==> config.mk <==
export PLATFORM = sky130hd
export DESIGN_NAME = stm_rr
export DESIGN_NICKNAME = d
export VERILOG_FILES = /design/src/rtl/stm_rr.sv
export SDC_FILE = /design/constraint.sdc
export NUM_CORES = 1
export LEC_CHECK = 0
export CELL_PAD_IN_SITES_DETAIL_PLACEMENT = 0
export CELL_PAD_IN_SITES_GLOBAL_PLACEMENT = 1
export CORE_ASPECT_RATIO = 1.5
export CORE_MARGIN = 1
export CORE_UTILIZATION = 22
export CTS_BUF_LIST = sky130_fd_sc_hd__clkbuf_16
export DETAILED_ROUTE_END_ITERATION = 8
export PLACE_DENSITY = 0.84
export REMOVE_ABC_BUFFERS = 1
export SYNTH_ARGS = -nofsm -noshare
export SYNTH_HDL_FRONTEND = slang
export SYNTH_SLANG_ARGS = --single-unit
==> constraint.sdc <==
create_clock -name CLK -period 8.3 [get_ports CLK]
set_clock_uncertainty 0.05 [all_clocks]
set_input_delay 1.66 -clock CLK [delete_from_list [all_inputs] [get_ports CLK]]
set_output_delay 1.66 -clock CLK [all_outputs]
set_load 0.005 [all_outputs]
==> src/rtl/stm_rr.sv <==
// stm_rr: round-robin phase sequencer over a WIDTH-bit state register r.
// Each enabled edge applies the current phase's external function result
// (ext_res slice[phase]) to r and moves on to the next unmasked phase.
// A phase whose skip_mask bit is set is passed over without touching r.
//
// Optional feature: define STM_RR_ROUND_COUNT_EN to get a saturating 16-bit
// completed-round counter on `rounds`; otherwise `rounds` is tied to zero.
//
//   condition                   | effect at the edge
//   RST                         | r=0, phase=0, wrap=0, rounds=0
//   skip_mask all ones          | hold r and phase, wrap=0
//   en=0                        | hold r and phase, wrap=0
//   en=1, skip_mask[phase]=0    | r <= slice[phase], phase <= nxt
//   en=1, skip_mask[phase]=1    | hold r, phase <= nxt
module stm_rr #(
  parameter int WIDTH   = 32,
  parameter int NPHASES = 4,
  parameter int PHASE_W = 2
) (
  input  logic                       CLK,
  input  logic                       RST,
  input  logic                       en,
  input  logic [NPHASES-1:0]         skip_mask,
  input  logic [WIDTH-1:0]           inputs,
  output logic [WIDTH-1:0]           ext_r,
  input  logic [NPHASES*WIDTH-1:0]   ext_res,
  output logic [PHASE_W-1:0]         phase,
  output logic [WIDTH-1:0]           outputs,
  output logic                       wrap,
  output logic [15:0]                rounds
);

  // Phase arithmetic is done one bit wider so phase+k never overflows.
  localparam logic [PHASE_W:0] NP_EXT = NPHASES[PHASE_W:0];

  logic [WIDTH-1:0]   r;
  logic [WIDTH-1:0]   cur_res;
  logic [PHASE_W-1:0] nxt;
  logic [PHASE_W:0]   cand;
  logic               found;
  logic               all_skip;
  logic               adv;
  logic               wrap_set;

  // `inputs` only feeds the external phase functions; nothing inside uses it.
  logic unused_inputs;
  assign unused_inputs = ^inputs;

  assign ext_r    = r;
  assign outputs  = r;
  assign all_skip = &skip_mask;
  assign adv      = en & ~all_skip;
  // Wrap-around (including a lone active phase mapping onto itself) closes a round.
  assign wrap_set = adv & (nxt <= phase);

  // Select the external function result belonging to the current phase.
  always_comb begin
    cur_res = '0;
    for (int i = 0; i < NPHASES; i++) begin
      if (phase == i[PHASE_W-1:0]) cur_res = ext_res[i*WIDTH +: WIDTH];
    end
  end

  // Find the first unmasked phase after the current one, searching cyclically.
  always_comb begin
    nxt   = phase;
    found = 1'b0;
    cand  = '0;
    for (int k = 1; k <= NPHASES; k++) begin
      cand = {1'b0, phase} + k[PHASE_W:0];
      if (cand >= NP_EXT) cand = cand - NP_EXT;
      if (!found && !skip_mask[cand[PHASE_W-1:0]]) begin
        nxt   = cand[PHASE_W-1:0];
        found = 1'b1;
      end
    end
  end

  // State register, phase pointer and end-of-round pulse.
  always_ff @(posedge CLK) begin
    if (RST) begin
      r     <= '0;
      phase <= '0;
      wrap  <= 1'b0;
    end else begin
      wrap <= wrap_set;
      if (adv) begin
        if (!skip_mask[phase]) r <= cur_res;
        phase <= nxt;
      end
    end
  end

`ifdef STM_RR_ROUND_COUNT_EN
  logic [15:0] round_cnt;

  // Saturating count of completed rounds.
  always_ff @(posedge CLK) begin
    if (RST) begin
      round_cnt <= '0;
    end else if (wrap_set && (round_cnt != 16'hFFFF)) begin
      round_cnt <= round_cnt + 16'd1;
    end
  end

  assign rounds = round_cnt;
`else
  assign rounds = 16'h0000;
`endif

endmodule

### Word level (Yosys, flattened, before mapping)

Cells that the tools add are included.

* flip-flop bits (word level): 35
* bits of input ports: 167
* output and inout port bits: 83
* word-level logic and storage cells: 64

* $add $sub $neg: 8
* order comparisons: 10
* equal/unequal tests: 3
* multiplexer cells: 25
* bitwise gates (word level): 4
* reduce and logical (&&, ||, !) cells: 11

Operator list (count)
* 32-bit two-way mux: 4
* 2-bit two-way mux: 8
* 2-bit by 3-bit less-than comparator with 1-bit output, second input constant: 5
* 3-bit greater-or-equal comparator, second input constant: 4
* 1-bit binary-select mux with 2-bit select: 5
* 1-bit two-way mux: 8
* 2-bit by 1-bit subtractor with 2-bit output, second input constant: 4
* 2-bit by 2-bit adder with 3-bit output, second input constant: 2
* 1-bit logical NOT: 5
* 2-bit equality test, second input constant: 2
* 4-bit AND reduction: 1
* 2-bit by 1-bit adder with 3-bit output, second input constant: 1
* 2-bit by 3-bit adder with 3-bit output, second input constant: 1
* 1-bit logical AND: 3
* 1-bit AND: 2
* 2-bit by 1-bit equality test with 1-bit output, second input constant: 1
* 2-bit <= comparator: 1
* 2-bit logical NOT: 1
* 1-bit NOT: 2
* 2-bit AND reduction: 1

### Depth between registers and ports, before layout

Gate-level depths: netlist of run 1.

* word-level depth: 16
* mapped depth: 11
* depth with buffers taken out: 10

### Worst setup path after synthesis of run 1

OpenSTA, ideal clock, no wires.

* path kind: input to register
* start: input skip_mask[3]
* end: register wrap
* library setup time: 0.078 ns
* data arrival time: 3.251 ns
* data required time: 8.172 ns
* setup slack: 4.921 ns
* cell stages on the path: 9
* path buffers: 1
* path through: buf_6 > mux4_2 > a221oi_2 > a21oi_1 > o32ai_1 > ha_1 > a21oi_1 > a21oi_1 > nor3_1

* longest elaborated chain between the ends: 13
* elaborated cells on any way between the ends: 28
* those cells by class: order compare (1); mux (15); bitwise (3); reduce/logical (9)

RTL lines
* start, declared: RTL line 23 `input logic [NPHASES-1:0] skip_mask,`
* 1-bit binary-select mux with 2-bit select: RTL line 72 `if (!found && !skip_mask[cand[PHASE_W-1:0]]) begin`
* 1-bit two-way mux (implied by the code): RTL line 72
* 1-bit logical NOT: RTL line 72
* 1-bit logical AND: RTL line 72
* 1-bit two-way mux: RTL line 72
* 1-bit logical NOT: RTL line 72
* 1-bit logical AND: RTL line 72
* 1-bit two-way mux: RTL line 72
* 1-bit logical NOT: RTL line 72
* 1-bit logical AND: RTL line 72
* 2-bit two-way mux *: RTL line 72
* net nxt[1]: RTL line 38 `logic [PHASE_W-1:0] nxt;`
* 2-bit <= comparator *: RTL line 54 `assign wrap_set = adv & (nxt <= phase);`
* 1-bit AND *: RTL line 54
* end signal, assigned: RTL line 86 `wrap <= wrap_set;`
* end, declared: RTL line 29 `output logic wrap,`

Mark *: on every way through the listed nets, which the timed path passes. The rest lies on a longest branch. The select of a mux whose other input is x is not followed.
A chain may end at the register's enable or synchronous reset.

### Worst setup path in the final report of run 1

* start: input skip_mask[1]
* end: register r[30], in the netlist ext_r[30]

* longest elaborated chain between the ends: 4
* elaborated cells on any way between the ends: 7
* those cells by class: mux (2); bitwise (3); reduce/logical (2)

RTL lines
* 1-bit binary-select mux with 2-bit select / 4-bit AND reduction (equally long branches): RTL line 88, 51
* 1-bit two-way mux (implied by the code) / 1-bit NOT (equally long branches): RTL line 88, 52
* 1-bit NOT (no source line) / 1-bit AND (equally long branches)
* 2-bit AND reduction (no source line) *
* end signal, assigned: RTL line 88 `if (!skip_mask[phase]) r <= cur_res;`
* end, declared: RTL line 36 `logic [WIDTH-1:0] r;`

Mark *: on every way between the ends. The rest lies on a longest branch, timed or not. The select of a mux whose other input is x is not followed.

==> summary.txt, run 1 <==
Synth
  – Synth Instances: between 400 and 500
  – Post-synth top area cell: dfxtp_1
  – Yosys warning count: 0
  – Post-Synth Adder-Cell Area: approximately 2.5%
  – Compound-cell area share of the yosys netlist: between 20% and 30%
  – Number of synthesized register bits: 35
  – Mux share of post-synthesis cell area: approximately 3.6%
  – Synth area leaders: dfxtp_1 (24%), buf_4 (13%), a21oi_1 (12%)
  – Post-synth top area share: a little under a quarter
  – Mean Syn Cell Area: 6.97 um^2
  – Largest family of logic cells by synthesized area: compound AO/OA/AOI/OAI gates
  – Xor-xnor portion of the synthesized cell area: 0.590%
  – Simple-gate portion of the synthesized area: roughly 23%
  – Post-synthesis sequential area ratio: a little under a quarter
  – Synthesized area: 2970 um^2
  – Unique masters post-synth: 35

CTS
  – Setup bufs post-CTS: 0
  – Clock latency on the worst-skew pair: around 0.28 ns
  – CTS tree: done
  – Hold_buf cts: 0
  – Clock sinks: 35
  – Root Buffer Master: clkbuf_16
  – Total CTS buffers: 5
  – CTS resizes: 0
  – Clock transition at path regs: about 0.050 ns
  – Htree depth: 2
  – Clock buffer depth: 2

Place
  – Detailed Place HPWL: 7260 um
  – Port Buffers: between 200 and 250
  – GPL Wtd Cong: 0.727

Flow run
  – Max-cap violations: 0

Timing
  – Final hold vios: 0
  – Fin crit period: 4.00 ns
  – RSZ-0062 raised after global routing: no
  – Worst slew pin tran: about 1.2 ns
  – Final period util: 48.2%
  – Max Fclk: 250 MHz
  – Final setup fails: 0
  – Hold Slack: 0.479 ns
  – Worst rel slew slack: around a fifth
  – Setup TNS: 0 ns
  – Slew Limit Fails: 0

Routing
  – Post-Route WL: 10100 um
  – Routed Antenna Nets: 0
  – Iter 0 DRT Violations: 98
  – DRC viols: 0
  – Routed WL per cell: roughly 14 um
  – DR vias: ~3400
  – Via-to-Cell Ratio: about 4.7
  – Drt first pass iters: 4

Pwr
  – Sequential power share: between 20 and 25%
  – Peak supply drop: 0.104 mV
  – Combinational share of power: a little under three fifths
  – Int Pwr: between 0.6 and 0.7 mW
  – Power density over the cells: between 200 and 250 nW/um^2
  – Sw Share: 37.6%
  – Psw: ~0.37 mW
  – Leak: 1.66 nW
  – Clk pwr share: a little under a fifth

Floorplanning
  – Core ar.: ~13000 um^2
  – Die Footprint: roughly 14000 um^2
  – Ports: 250
  – Die Span Y: ~140 um
  – Die width: a little under 100 um
  – Cell row count: between 50 and 60
  – Initial Util: 22.7%

Worst setup path
  – Worst EP required: 8.41 ns
  – R2r endpoint: wrap
  – Reg2reg path depth: 10
  – Nature of the critical path startpoint: input port
  – CP endpoint kind: register
  – Worst Path Arrival: between 4 and 5 ns
  – Crit Path Max Fanout: 34
  – Critical R2R Launch: phase[0]
  – WS Path Type: input port to register
  – R2R Setup Slk: 5.11 ns

Finish
  – Most frequent cells in the layout: clkdlybuf4s50_1 (201), nand2_1 (70), a21oi_1 (69)
  – Multi-input gate area: roughly 1800 um^2
  – Layout Nets: around 740
  – Sequential cell area: between 700 and 800 um^2
  – Most common cell after layout, fill and taps aside: clkdlybuf4s50_1
  – Synth-to-layout area growth: 64.3%
  – Finished Core Util: between 30% and 40%
  – Fill cells: around 1400
  – Antenna cells: 0
  – Share of cells above drive strength 1: ~3.2%

Hold path
  – Worst hold path stage count: 2
  – Hold Startpoint: ext_r[16]
  – Hold EP: ext_r[16]
  – Min-Delay Path Class: register to register

Global routing
  – Largest net degree at the start of global routing: between 60 and 70
  – Vias in the first global route: roughly 3200
  – Grt total ovfl: 0
  – Global-route wire length before repair: 15600 um
  – Initial antenna violation count: 0
  – GRT Util Overall: a little over an eighth

Outcome
  – Status: finished, final reports clean
==> cell families after synthesis <==
family                   Yosys count
AO/OA/AOI/OAI                    144
XOR/XNOR                           2
adder cells (fa/ha/maj)            6
buffers and inverters             87
flip-flops                        35
multiplexers                       6
other                              1
AND/OR/NAND/NOR                  145
==> worst max-delay path, stage by stage <==
cell	delay, ns
clkdlybuf4s50_1	0.54
mux2i_2	0.33
nand2_1	0.15
a21oi_4	0.62
buf_4	0.45
o211ai_1	0.14
o21ai_1	0.12
nor2_1	0.05
==> cell type report <==
cell class / count / share of cell area (%)
Clock inverter: 3 / 0.231
Timing Repair Buffer: 204 / 41.7
Sequential cell: 35 / 14.4
Tap cell: 159 / 4.08
Multi-Input combinational cell: 319 / 36.8
Inverter: 3 / 0.231
Clock buffer: 5 / 2.57
==> how the worst max path moves through the flow <==
stage | from | endpoint | cells past startpoint
3_5_place_dp | skip_mask[0] | ext_r[30] | 8
6_report | skip_mask[1] | ext_r[30] | 8
2_1_floorplan | skip_mask[1] | ext_r[10] | 6
3_3_place_gp | skip_mask[0] | ext_r[23] | 8
4_1_cts | skip_mask[0] | ext_r[4] | 8
5_1_grt | skip_mask[0] | ext_r[16] | 8
==> power groups by stage <==
stage	Combinational, mW	Clock, mW	Sequential [mW]
detailed placement	0.565	0	0.241
finish	0.562	0.180	0.238
floorplan	0.299	0	0.241
CTS	0.569	0.190	0.238
global placement	0.555	0	0.240
global route	0.627	0.195	0.244
==> flip-flops by register name, indices dropped and copies added, names as in the netlist <==
name,count
phase,2
ext_r,32
wrap,1
==> per-stage QoR <==
step / setup slack (ns) / power, mW / std cells / cell area [um^2]
after floorplan: 4.94 / 0.540 / 357 / 2500
after global placement: 4.05 / 0.795 / 720 / 4740
after detailed placement: 4.01 / 0.806 / 720 / 4740
after CTS: 4.31 / 0.998 / 728 / 4880
after global routing: 4.04 / 1.07 / 728 / 4880
final: 4.30 / 0.981 / 728 / 4880
==> synthesized netlist by cell type (all sizes together) <==
master	count
a211oi	2
a21oi	70
a221oi	2
and3b	1
buf	61
clkbuf	23
conb	1
dfxtp	35
ha	6
inv	3
mux2	1
mux2i	3
mux4	2
nand2	70
nand3	1
nand3b	32
nand4	1
nor2	35
nor2b	3
nor3	2
o211ai	33
o21a	2
o21ai	34
o32ai	1
xnor2	2
==> per-layer routing <==
metal / routed length (um) / GRT usage, % / vias up / share of wire, %
met5: 0 / 0 / - / 0
met4: 148 / 4.24 / 0 / 1.5
met3: 490 / 2.75 / 9 / 4.9
met2: 5740 / 27.8 / 130 / 57
met1: 3680 / 13.7 / 1570 / 37
li1: - / - / 1703 / -
No activity file was read; power rests on OpenSTA's default activity.
==> run 2: changes to the inputs <==
CORE_UTILIZATION = 21   (was 22)
PLACE_DENSITY = 0.8   (was 0.84)
clock period = 4.2 ns   (was 8.3 ns; I/O delays follow)
==> run 2 against run 1 <==
Wire length is 4.5% higher. Sequential share of layout area fell by 0.18 points. Cell area grew 1.3%. Sequential cell count stayed put. Via count shrank 0.53%. Core utilization decreased by 1.1 points.
==> summary.txt, run 2 (same netlist as run 1, synthesis figures left out) <==
Finish
  – Most common cell after layout, fill and taps aside: clkdlybuf4s50_1
  – Max reg flops: 32
  – Layout Nets: 745
  – Finished Cell Area: about 4900 um^2
  – Synth-to-layout area growth: 66.3%
  – Most frequent cells in the layout: clkdlybuf4s50_1 (201), nand2_1 (70), a21oi_1 (69)
  – Antenna cells: 0
  – Share of cells above drive strength 1: under 10%
  – Multi-input gate area: 1800 um^2
  – Fill cells: around 1500
  – Sequential cell area: around 700 um^2

CTS
  – Setup bufs post-CTS: 0
  – Root Buffer Master: clkbuf_16
  – Hold_buf cts: 0
  – Clock transition at path regs: around 0.060 ns
  – Clock sinks: 35
  – CTS resizes: 0
  – Clock buffer depth: 2
  – Clock latency on the worst-skew pair: a little under 0.3 ns
  – Htree depth: 2
  – Total CTS buffers: 5
  – CTS tree: done

Pwr
  – Int Pwr: ~1.3 mW
  – Psw: about 0.74 mW
  – Sw Share: 36.6%
  – Sequential power share: ~23%
  – Peak supply drop: about 0.19 mV
  – Clk pwr share: a little over a fifth
  – Combinational share of power: between 50% and 60%
  – Power density over the cells: about 410 nW/um^2
  – Leak: between 1.5 and 2 nW

Worst setup path
  – Worst Path Arrival: roughly 3.3 ns
  – Critical R2R Launch: phase[0]
  – Worst EP required: approximately 4.4 ns
  – Reg2reg path depth: 10
  – Critical path startpoint: phase[0]
  – Crit Path Max Fanout: 17
  – CP max-delay cell: dfxtp_1
  – Nature of the critical path startpoint: register
  – CP Cell Sequence: inv_1, ha_1, mux4_2, a221oi_2, a21oi_1, o32ai_1, ha_1, a21oi_1, a21oi_1, nor3_1
  – CP max stage delay: roughly 0.83 ns
  – CP endpoint kind: register
  – R2r endpoint: wrap
  – WS Path Type: register to register
  – R2R Setup Slk: 1.04 ns
  – Most frequent CP cell: a21oi_1

Global routing
  – Grt total ovfl: 0
  – Global-route wire length before repair: ~16000 um
  – Initial antenna violation count: 0
  – GRT Util Overall: around 14%
  – Vias in the first global route: 3276
  – Largest net degree at the start of global routing: between 40 and 50

Timing
  – Fin crit period: between 3 and 4 ns
  – Slew Limit Fails: 0
  – RSZ-0062 raised after global routing: no
  – Final setup fails: 0
  – Setup TNS: 0 ns
  – Max Fclk: about 320 MHz
  – Worst slew pin tran: between 0.7 and 0.8 ns
  – Final period util: between 70 and 80%
  – Final hold vios: 0
  – Worst rel slew slack: a little under half

Floorplanning
  – Die width: 99.1 um
  – Core ar.: 13700 um^2
  – Initial Util: a little over a fifth
  – Ports: 250
  – Die Footprint: between 10000 and 15000 um^2
  – Cell row count: 52
  – Die Span Y: 148 um

Hold path
  – Hold EP: ext_r[7]
  – Worst hold path stage count: 2
  – Hold Startpoint: ext_r[7]
  – Min-Delay Path Class: register to register

Routing
  – Routed WL per cell: ~14 um
  – Iter 0 DRT Violations: 74
  – DR vias: roughly 3400
  – Routed Antenna Nets: 0
  – Drt first pass iters: 4
  – Post-Route WL: 10500 um
  – Via-to-Cell Ratio: between 4 and 5
  – DRC viols: 0

Place
  – Area of placed instances: about 4800 um^2
  – Detailed Place HPWL: between 7000 and 8000 um
  – Port Buffers: 201
  – GPL Wtd Cong: 0.718

Outcome
  – Status: finished, final reports clean

Flow run
  – Max-cap violations: 0
## run 2: cell count changes in the layout (fill, tap and decap cells not counted), sizes merged
cell | previous run | this run
bufinv | 0 | 1
buf | 3 | 7
inv | 4 | 3
## run 2: critical path: cells and delay by family (launching register included)
family	cells	cell delay [ns]
mux	1	0.39
simple gates	1	0.11
compound gates	5	0.70
fa+ha+maj	2	0.81
flops	1	0.83
buf+inv	1	0.21
## run 2: layout make-up
cell class / count / share of cell area (%)
clock inverters: 3 / 0.785
well taps: 162 / 4.10
inverters: 3 / 0.228
flip-flops and latches: 35 / 14.2
repair buffers: 208 / 41.8
clock buffers: 5 / 2.53
multi-input cells: 319 / 36.4
## run 2: power groups by stage
stage	clock (mW)	combinational, mW	sequential (mW)
5_1_grt	0.456	1.25	0.480
3_3_place_gp	0	1.12	0.473
4_1_cts	0.451	1.14	0.470
2_1_floorplan	0	0.590	0.477
6_report	0.429	1.12	0.469
3_5_place_dp	0	1.13	0.476
## run 2: routing by layer
layer / vias to the layer above / GRT usage [%] / part of all wire (%) / routed length [um]
met3: 11 / 2.65 / 5.6 / 592
met4: 0 / 4.04 / 1.3 / 138
met2: 126 / 28.5 / 56 / 5930
met5: - / 0 / 0 / 0
met1: 1544 / 13.4 / 37 / 3850
li1: 1713 / - / - / -
## run 2: per-stage QoR
step                      cells  hold slack [ns]  util (%)  total power [mW]  setup slack (ns)
after floorplan             357            0.479         -              1.07              1.42
after global routing        735            0.498      36.1              2.18             0.821
final                       735            0.482      36.1              2.02              1.04
after global placement      727            0.453      34.9              1.59             0.974
after CTS                   735            0.484      36.1              2.06              1.04
after detailed placement    727            0.470      34.9              1.61             0.917
## run 2: worst max path at each step
stage | cells past startpoint | to
floorplan | 10 | wrap
global placement | 9 | wrap
detailed placement | 9 | wrap
CTS | 10 | wrap
global route | 10 | wrap
finish | 10 | wrap
